## src/rtl/ooo_pkg.sv

```systemverilog
// Shared out-of-order core types: operand and multiply reservation-station
// entry layouts, plus the default tag width used by the issue queues.
package ooo_pkg;

   localparam int TAG_W_DEFAULT = 5;

   typedef struct packed {
      logic                     rdy;
      logic [TAG_W_DEFAULT-1:0] tag;
      logic [31:0]              value;
   } operand_t;

   typedef struct packed {
      logic                     valid;
      logic [31:0]              inst;
      logic [31:0]              pc;
      logic [TAG_W_DEFAULT-1:0] rob_tag;
      operand_t                 rs1;
      operand_t                 rs2;
   } mul_iq_entry_t;

endpackage

```

## src/rtl/mul_iq_select.sv

```systemverilog
// Oldest-ready picker: lowest set bit of the ready vector wins.
module mul_iq_select #(
   parameter int DEPTH = 4
) (
   input  logic [DEPTH-1:0]         ready,
   output logic [DEPTH-1:0]         onehot,
   output logic [$clog2(DEPTH)-1:0] index,
   output logic                     any_valid
);

   // Scan from youngest to oldest so the oldest ready entry is the last write.
   always_comb begin
      onehot    = '0;
      index     = '0;
      any_valid = 1'b0;
      for (int i = DEPTH - 1; i >= 0; i--) begin
         if (ready[i]) begin
            onehot    = '0;
            onehot[i] = 1'b1;
            index     = ($clog2(DEPTH))'(i);
            any_valid = 1'b1;
         end
      end
   end

endmodule

```

## src/rtl/mul_issue_queue.sv

```systemverilog
// Multiply reservation station: age-ordered, compacting queue that captures
// CDB results and issues the oldest operand-complete entry every cycle.
module mul_issue_queue
   import ooo_pkg::*;
#(
   parameter int DEPTH = 4,
   parameter int TAG_W = TAG_W_DEFAULT
) (
   input  logic                       clk_i,
   input  logic                       reset_ni,
   input  logic                       dispatch_valid_i,
   output logic                       dispatch_ready_o,
   input  logic [31:0]                dispatch_inst_i,
   input  logic [31:0]                dispatch_pc_i,
   input  logic [TAG_W-1:0]           dispatch_rob_tag_i,
   input  logic                       dispatch_rs1_rdy_i,
   input  logic                       dispatch_rs2_rdy_i,
   input  logic [TAG_W-1:0]           dispatch_rs1_tag_i,
   input  logic [TAG_W-1:0]           dispatch_rs2_tag_i,
   input  logic [31:0]                dispatch_rs1_value_i,
   input  logic [31:0]                dispatch_rs2_value_i,
   input  logic                       cdb_valid_i,
   input  logic [TAG_W-1:0]           cdb_tag_i,
   input  logic [31:0]                cdb_value_i,
   input  logic                       flush_i,
   output logic                       mul_request_o,
   output logic [31:0]                inst_o,
   output logic [31:0]                pc_o,
   output logic [31:0]                rs1_value_o,
   output logic [31:0]                rs2_value_o,
   output logic [TAG_W-1:0]           issue_rob_tag_o,
   output logic [$clog2(DEPTH+1)-1:0] occupancy_o
);

   localparam int CNT_W = $clog2(DEPTH + 1);
   localparam int IDX_W = $clog2(DEPTH);

   logic [CNT_W-1:0] count_q, count_d, wr_slot;
   logic [31:0]      inst_q [DEPTH];
   logic [31:0]      inst_d [DEPTH];
   logic [31:0]      pc_q   [DEPTH];
   logic [31:0]      pc_d   [DEPTH];
   logic [TAG_W-1:0] rob_q  [DEPTH];
   logic [TAG_W-1:0] rob_d  [DEPTH];
   logic             r1_rdy_q [DEPTH];
   logic             r1_rdy_d [DEPTH];
   logic [TAG_W-1:0] r1_tag_q [DEPTH];
   logic [TAG_W-1:0] r1_tag_d [DEPTH];
   logic [31:0]      r1_val_q [DEPTH];
   logic [31:0]      r1_val_d [DEPTH];
   logic             r2_rdy_q [DEPTH];
   logic             r2_rdy_d [DEPTH];
   logic [TAG_W-1:0] r2_tag_q [DEPTH];
   logic [TAG_W-1:0] r2_tag_d [DEPTH];
   logic [31:0]      r2_val_q [DEPTH];
   logic [31:0]      r2_val_d [DEPTH];

   logic [DEPTH-1:0] ready_vec, sel_onehot;
   logic [IDX_W-1:0] sel_idx;
   logic             issue, accept;
   logic [31:0]      sel_inst, sel_pc, sel_r1, sel_r2;
   logic [TAG_W-1:0] sel_rob;

   assign dispatch_ready_o = (count_q < CNT_W'(DEPTH));
   assign occupancy_o      = count_q;
   assign accept           = dispatch_valid_i && dispatch_ready_o;
   assign issue            = |ready_vec;
   assign wr_slot          = count_q - CNT_W'(issue);

   // Valid entries are contiguous from slot 0, so validity follows the count.
   always_comb begin
      ready_vec = '0;
      for (int i = 0; i < DEPTH; i++) begin
         ready_vec[i] = (i < int'(count_q)) && r1_rdy_q[i] && r2_rdy_q[i];
      end
   end

   mul_iq_select #(.DEPTH(DEPTH)) u_select (
      .ready     (ready_vec),
      .onehot    (sel_onehot),
      .index     (sel_idx),
      .any_valid ()
   );

   // AND-OR mux of the selected entry's fields toward the output registers.
   always_comb begin
      sel_inst = '0;
      sel_pc   = '0;
      sel_r1   = '0;
      sel_r2   = '0;
      sel_rob  = '0;
      for (int i = 0; i < DEPTH; i++) begin
         sel_inst = sel_inst | ({32{sel_onehot[i]}} & inst_q[i]);
         sel_pc   = sel_pc   | ({32{sel_onehot[i]}} & pc_q[i]);
         sel_r1   = sel_r1   | ({32{sel_onehot[i]}} & r1_val_q[i]);
         sel_r2   = sel_r2   | ({32{sel_onehot[i]}} & r2_val_q[i]);
         sel_rob  = sel_rob  | ({TAG_W{sel_onehot[i]}} & rob_q[i]);
      end
   end

   // Next entry state: compact over the issued slot, apply CDB wakeup to the
   // shifted copies, then write the dispatched entry with same-cycle bypass.
   always_comb begin
      inst_d   = inst_q;
      pc_d     = pc_q;
      rob_d    = rob_q;
      r1_rdy_d = r1_rdy_q;
      r1_tag_d = r1_tag_q;
      r1_val_d = r1_val_q;
      r2_rdy_d = r2_rdy_q;
      r2_tag_d = r2_tag_q;
      r2_val_d = r2_val_q;
      count_d  = count_q - CNT_W'(issue) + CNT_W'(accept);

      // The last slot never receives a shifted entry; when issue shifts it,
      // the count decrement leaves it invalid anyway.
      for (int i = 0; i < DEPTH - 1; i++) begin
         if (issue && (i >= int'(sel_idx))) begin
            inst_d[i]   = inst_q[i+1];
            pc_d[i]     = pc_q[i+1];
            rob_d[i]    = rob_q[i+1];
            r1_rdy_d[i] = r1_rdy_q[i+1];
            r1_tag_d[i] = r1_tag_q[i+1];
            r1_val_d[i] = r1_val_q[i+1];
            r2_rdy_d[i] = r2_rdy_q[i+1];
            r2_tag_d[i] = r2_tag_q[i+1];
            r2_val_d[i] = r2_val_q[i+1];
         end
      end

      for (int i = 0; i < DEPTH; i++) begin
         if (cdb_valid_i && !r1_rdy_d[i] && (r1_tag_d[i] == cdb_tag_i)) begin
            r1_rdy_d[i] = 1'b1;
            r1_val_d[i] = cdb_value_i;
         end
         if (cdb_valid_i && !r2_rdy_d[i] && (r2_tag_d[i] == cdb_tag_i)) begin
            r2_rdy_d[i] = 1'b1;
            r2_val_d[i] = cdb_value_i;
         end
      end

      for (int i = 0; i < DEPTH; i++) begin
         if (accept && (i == int'(wr_slot))) begin
            inst_d[i]   = dispatch_inst_i;
            pc_d[i]     = dispatch_pc_i;
            rob_d[i]    = dispatch_rob_tag_i;
            r1_tag_d[i] = dispatch_rs1_tag_i;
            r2_tag_d[i] = dispatch_rs2_tag_i;
            if (!dispatch_rs1_rdy_i && cdb_valid_i && (dispatch_rs1_tag_i == cdb_tag_i)) begin
               r1_rdy_d[i] = 1'b1;
               r1_val_d[i] = cdb_value_i;
            end else begin
               r1_rdy_d[i] = dispatch_rs1_rdy_i;
               r1_val_d[i] = dispatch_rs1_value_i;
            end
            if (!dispatch_rs2_rdy_i && cdb_valid_i && (dispatch_rs2_tag_i == cdb_tag_i)) begin
               r2_rdy_d[i] = 1'b1;
               r2_val_d[i] = cdb_value_i;
            end else begin
               r2_rdy_d[i] = dispatch_rs2_rdy_i;
               r2_val_d[i] = dispatch_rs2_value_i;
            end
         end
      end
   end

   // Queue and issue registers; flush empties the queue but leaves the issue
   // data outputs holding their last values.
   always_ff @(posedge clk_i or negedge reset_ni) begin
      if (!reset_ni) begin
         count_q         <= '0;
         mul_request_o   <= 1'b0;
         inst_o          <= '0;
         pc_o            <= '0;
         rs1_value_o     <= '0;
         rs2_value_o     <= '0;
         issue_rob_tag_o <= '0;
         for (int i = 0; i < DEPTH; i++) begin
            inst_q[i]   <= '0;
            pc_q[i]     <= '0;
            rob_q[i]    <= '0;
            r1_rdy_q[i] <= 1'b0;
            r1_tag_q[i] <= '0;
            r1_val_q[i] <= '0;
            r2_rdy_q[i] <= 1'b0;
            r2_tag_q[i] <= '0;
            r2_val_q[i] <= '0;
         end
      end else if (flush_i) begin
         count_q       <= '0;
         mul_request_o <= 1'b0;
      end else begin
         count_q       <= count_d;
         mul_request_o <= issue;
         inst_q        <= inst_d;
         pc_q          <= pc_d;
         rob_q         <= rob_d;
         r1_rdy_q      <= r1_rdy_d;
         r1_tag_q      <= r1_tag_d;
         r1_val_q      <= r1_val_d;
         r2_rdy_q      <= r2_rdy_d;
         r2_tag_q      <= r2_tag_d;
         r2_val_q      <= r2_val_d;
         if (issue) begin
            inst_o          <= sel_inst;
            pc_o            <= sel_pc;
            rs1_value_o     <= sel_r1;
            rs2_value_o     <= sel_r2;
            issue_rob_tag_o <= sel_rob;
         end
      end
   end

endmodule

```

## config.mk

```make
export PLATFORM = sky130hd
export DESIGN_NAME = mul_issue_queue
export DESIGN_NICKNAME = d
export VERILOG_FILES = /design/src/rtl/ooo_pkg.sv /design/src/rtl/mul_iq_select.sv /design/src/rtl/mul_issue_queue.sv
export SDC_FILE = /design/constraint.sdc
export NUM_CORES = 2
export LEC_CHECK = 0
export BUFFER_PORTS_ARGS = -buffer_cell sky130_fd_sc_hd__buf_2
export CAP_MARGIN = 20
export CORE_MARGIN = 1.5
export CORE_UTILIZATION = 45
export DETAILED_ROUTE_END_ITERATION = 10
export GPL_ROUTABILITY_DRIVEN = 0
export GPL_TIMING_DRIVEN = 0
export RECOVER_POWER = 100
export SLEW_MARGIN = 20
export SYNTH_ARGS = -nofsm -noshare
export SYNTH_HDL_FRONTEND = slang
export SYNTH_HIERARCHICAL = 1
export SYNTH_SLANG_ARGS = --single-unit
```

## constraint.sdc

```tcl
create_clock -name clk_i -period 9.2 [get_ports clk_i]
set_input_delay 0.46 -clock clk_i [delete_from_list [all_inputs] [get_ports clk_i]]
set_output_delay 0.46 -clock clk_i [all_outputs]
set_load 0.03 [all_outputs]
```

==> run_results.csv <==
group,metric,value,unit
run_status,outcome,"complete, but fails checks",
run_status,violations,"max-capacitance violations, max-slew violations",
min_path,hp-class,"primary input to flip-flop",
cells_and_area,fin_area,0.0424,sq mm
pwr,ir_drop,0.000160,V
global_route,antenna_found_initial,17,
cells_and_area,layout.area.seq,0.0179,sq mm
cells_and_area,area_growth,14.5,%
cells_and_area,layout-drive-gt1-share,11.4,%
clock_network,cts-root-buf,"clkbuf_16",
clock_network,cts_resized,0,
worst_setup_path,critPathKind,"flip-flop to flip-flop",
pwr,p_total,16.2,mW
global_route,overflow,0,
global_route,grt_pass1_vias,34169,
worst_setup_path,cp_common_cell,"clkbuf_1",
floorplanning,die_h,290,microns
floorplanning,rows,105,
cells_and_area,fill_cells,7843,
detailed_routing,dr_total_vias,35861,
timing,post-route-period-util,73.7,%
worst_setup_path,slowest_stage,"o21bai_1",
worst_setup_path,critical_path_depth,14,
timing,slew_viol_final,91,
global_route,grt_max_degree,92,
worst_setup_path,cpLargestDelayFamily,"simple AND/OR/NAND/NOR gates",
floorplanning,fp.coreArea,0.0817,sq mm
worst_setup_path,crit_buf_inv,4,
timing,tightest_slew,3.53,ns
worst_setup_path,cp_data_required_time,9.68,ns
worst_setup_path,rrSetupSlack,2.42,ns
min_path,worstHoldPathCells,2,
timing,fin_tns_setup,0,ns
worst_setup_path,worstRegToRegCells,14,
clock_network,clock_path_buffers,3,
detailed_routing,routed_via_density,6.51,
detailed_routing,wl_per_cell,28.8,microns
clock_network,cts.sinks,717,
floorplanning,dieWidth,290,microns
worst_setup_path,startpoint,"occupancy_o[2]$_DFF_PN0_",
worst_setup_path,rr_startpoint,"occupancy_o[2]$_DFF_PN0_",
clock_network,cts-buffers-inserted,82,
worst_setup_path,slowest_delay,1.32,ns
timing,rsz0062_at_grt,"no",
pwr,leakage,18.8,nW
clock_network,h-tree-depth,3,
synth,synth_area,0.0370,sq mm
cells_and_area,fin_nets,4565,
global_route,grt_pass1_wl,232,mm
timing,finalClockSkew,0.0325,ns
synth,synth-warning-count,6,
place,dp_hpwl,109,mm
clock_network,clkLatencyLatePin,0.66,ns
place,numPortBuffers,290,
flow_run,max_cap_viol_count,4,
clock_network,clk_pin_slew_worst_paths,0.06,ns
synth,avgSynthCellArea,9.29,sq um
worst_setup_path,worstSetupEndpoint,"r2_val_q[56]$_DFFE_PN0P_",
floorplanning,io_pins,325,
timing,clock.fmax,0.148,GHz
global_route,gr-usage-all-layers,36.9,%
detailed_routing,wirelength,159,mm
timing,relSlewSlack,-135,%
timing,fin_crit,6.78,ns
worst_setup_path,r2r_end,"r2_val_q[56]$_DFFE_PN0P_",
timing,final_hold_viol_count,0,
synth,syn_inst,3985,
worst_setup_path,cp_cell_sequence,"nor2_1 -> a21o_1 -> clkbuf_1 -> clkinvlp_2 -> nor3_1 -> nand2_1 -> a21boi_0 -> and4_1 -> or4_1 -> clkbuf_1 -> o21bai_1 -> or2b_1 -> clkbuf_1 -> o21ai_0",
detailed_routing,drc,0,
worst_setup_path,crit_path_end_kind,"flip-flop",
pwr,power_density,382,mW/mm^2
worst_setup_path,start_kind,"flip-flop",
worst_setup_path,crit_path_max_fanout,10,
detailed_routing,initialDrtViolationCount,5437,
detailed_routing,dr.pass1.iters,8,
place,post_dp_cell_area,0.0402,sq mm
clock_network,cts_tree,"done",
detailed_routing,final_antenna_net_count,0,
cells_and_area,multiInputGateArea,0.0173,sq mm
worst_setup_path,cp.arrival,7.26,ns
floorplanning,initial_core_util,45.3,%
synth,synth_nets,4176,
timing,setup_viol,0,
floorplanning,fp.dieArea,0.0840,sq mm
-- flip-flops by register name, indices dropped and copies added, names as in the netlist, 32 cells and up --
signal,flops
r1_val_q,128
rs2_value_o,32
rs1_value_o,32
inst_o,32
r2_val_q,128
pc_q,128
pc_o,32
inst_q,128
-- where the power goes --
| group | switching (mW) | total [mW] | internal [mW] |
|---|---|---|---|
| Sequential | 1.26 | 5.91 | 4.64 |
| Clock | 1.41 | 3.32 | 1.91 |
| Combinational | 4.70 | 6.95 | 2.25 |
-- metal layers --
layer	part of all wire (%)	vias to the layer above	GRT usage (%)
li1	-	15211	-
met1	40	17806	50.3
met2	42	2378	53.1
met3	12	456	11.6
met4	5.1	10	17.7
met5	0.045	-	0
-- worst min-delay path by stage --
stage                                         from                   endpoint
after floorplan                           reset_ni      inst_o[0]$_DFFE_PN0P_
after global placement    r1_tag_q[15]$_DFFE_PN0N_   r1_tag_q[15]$_DFFE_PN0N_
after detailed placement                  reset_ni  r2_val_q[114]$_DFFE_PN0P_
after CTS                      dispatch_inst_i[14]     inst_q[46]$_DFFE_PN0P_
after global routing           dispatch_inst_i[14]     inst_q[46]$_DFFE_PN0P_
final                          dispatch_inst_i[17]     inst_q[17]$_DFFE_PN0P_
-- timing repair --
item,4_1_cts,5_1_grt
setup buffers,0,0
hold buffers,1,0
hold endpoints to repair,62,0
-- cell usage in the layout (no fill, tap or decap), drive strengths merged, types with 7 or more instances in the layout --
master    n
mux2i   198
xnor2    14
nand2b    9
nand3    39
buf     223
dfrtp   717
a22o     79
o21ai    84
a31oi   358
nand2   656
nor2b     8
clkbuf  581
mux2    145
a221oi   38
and3     56
clkinv   12
a21oi   223
a21o     23
a22oi   297
inv      14
diode    10
a221o    12
nor4      7
nor2    458
a211o    20
xor2     30
a211oi   34
nor3     40
-- metrics by stage --
stage / setup slack (ns) / hold WS, ns / instances / util [%]
floorplan: 5.74 / 0.164 / 3985 / -
global placement: -8.62 / 0.480 / 5345 / 48.7
detailed placement: 4.28 / 0.425 / 5358 / 49.1
CTS: 4.27 / 0.0847 / 5497 / 52.4
global route: 2.31 / 0.0930 / 5504 / 51.9
finish: 2.42 / 0.101 / 5508 / 51.9
-- cell type report --
class	count	area share, %
well taps	1070	3.16
plain buffers	381	3.59
clock inverters	19	0.567
clock buffers	119	5.64
multi-input cells	2875	40.9
repair buffers	305	3.68
inverters	12	0.109
diodes	10	0.0590
flip-flops and latches	717	42.3
-- worst register-to-register path: stages (launching register included) --
cell and delay [ns]:
dfrtp_1 0.45, nor2_1 0.27, a21o_1 0.16, clkbuf_1 0.31, clkinvlp_2 0.41, nor3_1 0.51
nand2_1 0.14, a21boi_0 0.35, and4_1 0.38, or4_1 0.41, clkbuf_1 0.51, o21bai_1 1.32
or2b_1 0.71, clkbuf_1 0.52, o21ai_0 0.20
(Power assumes the default switching activity.)
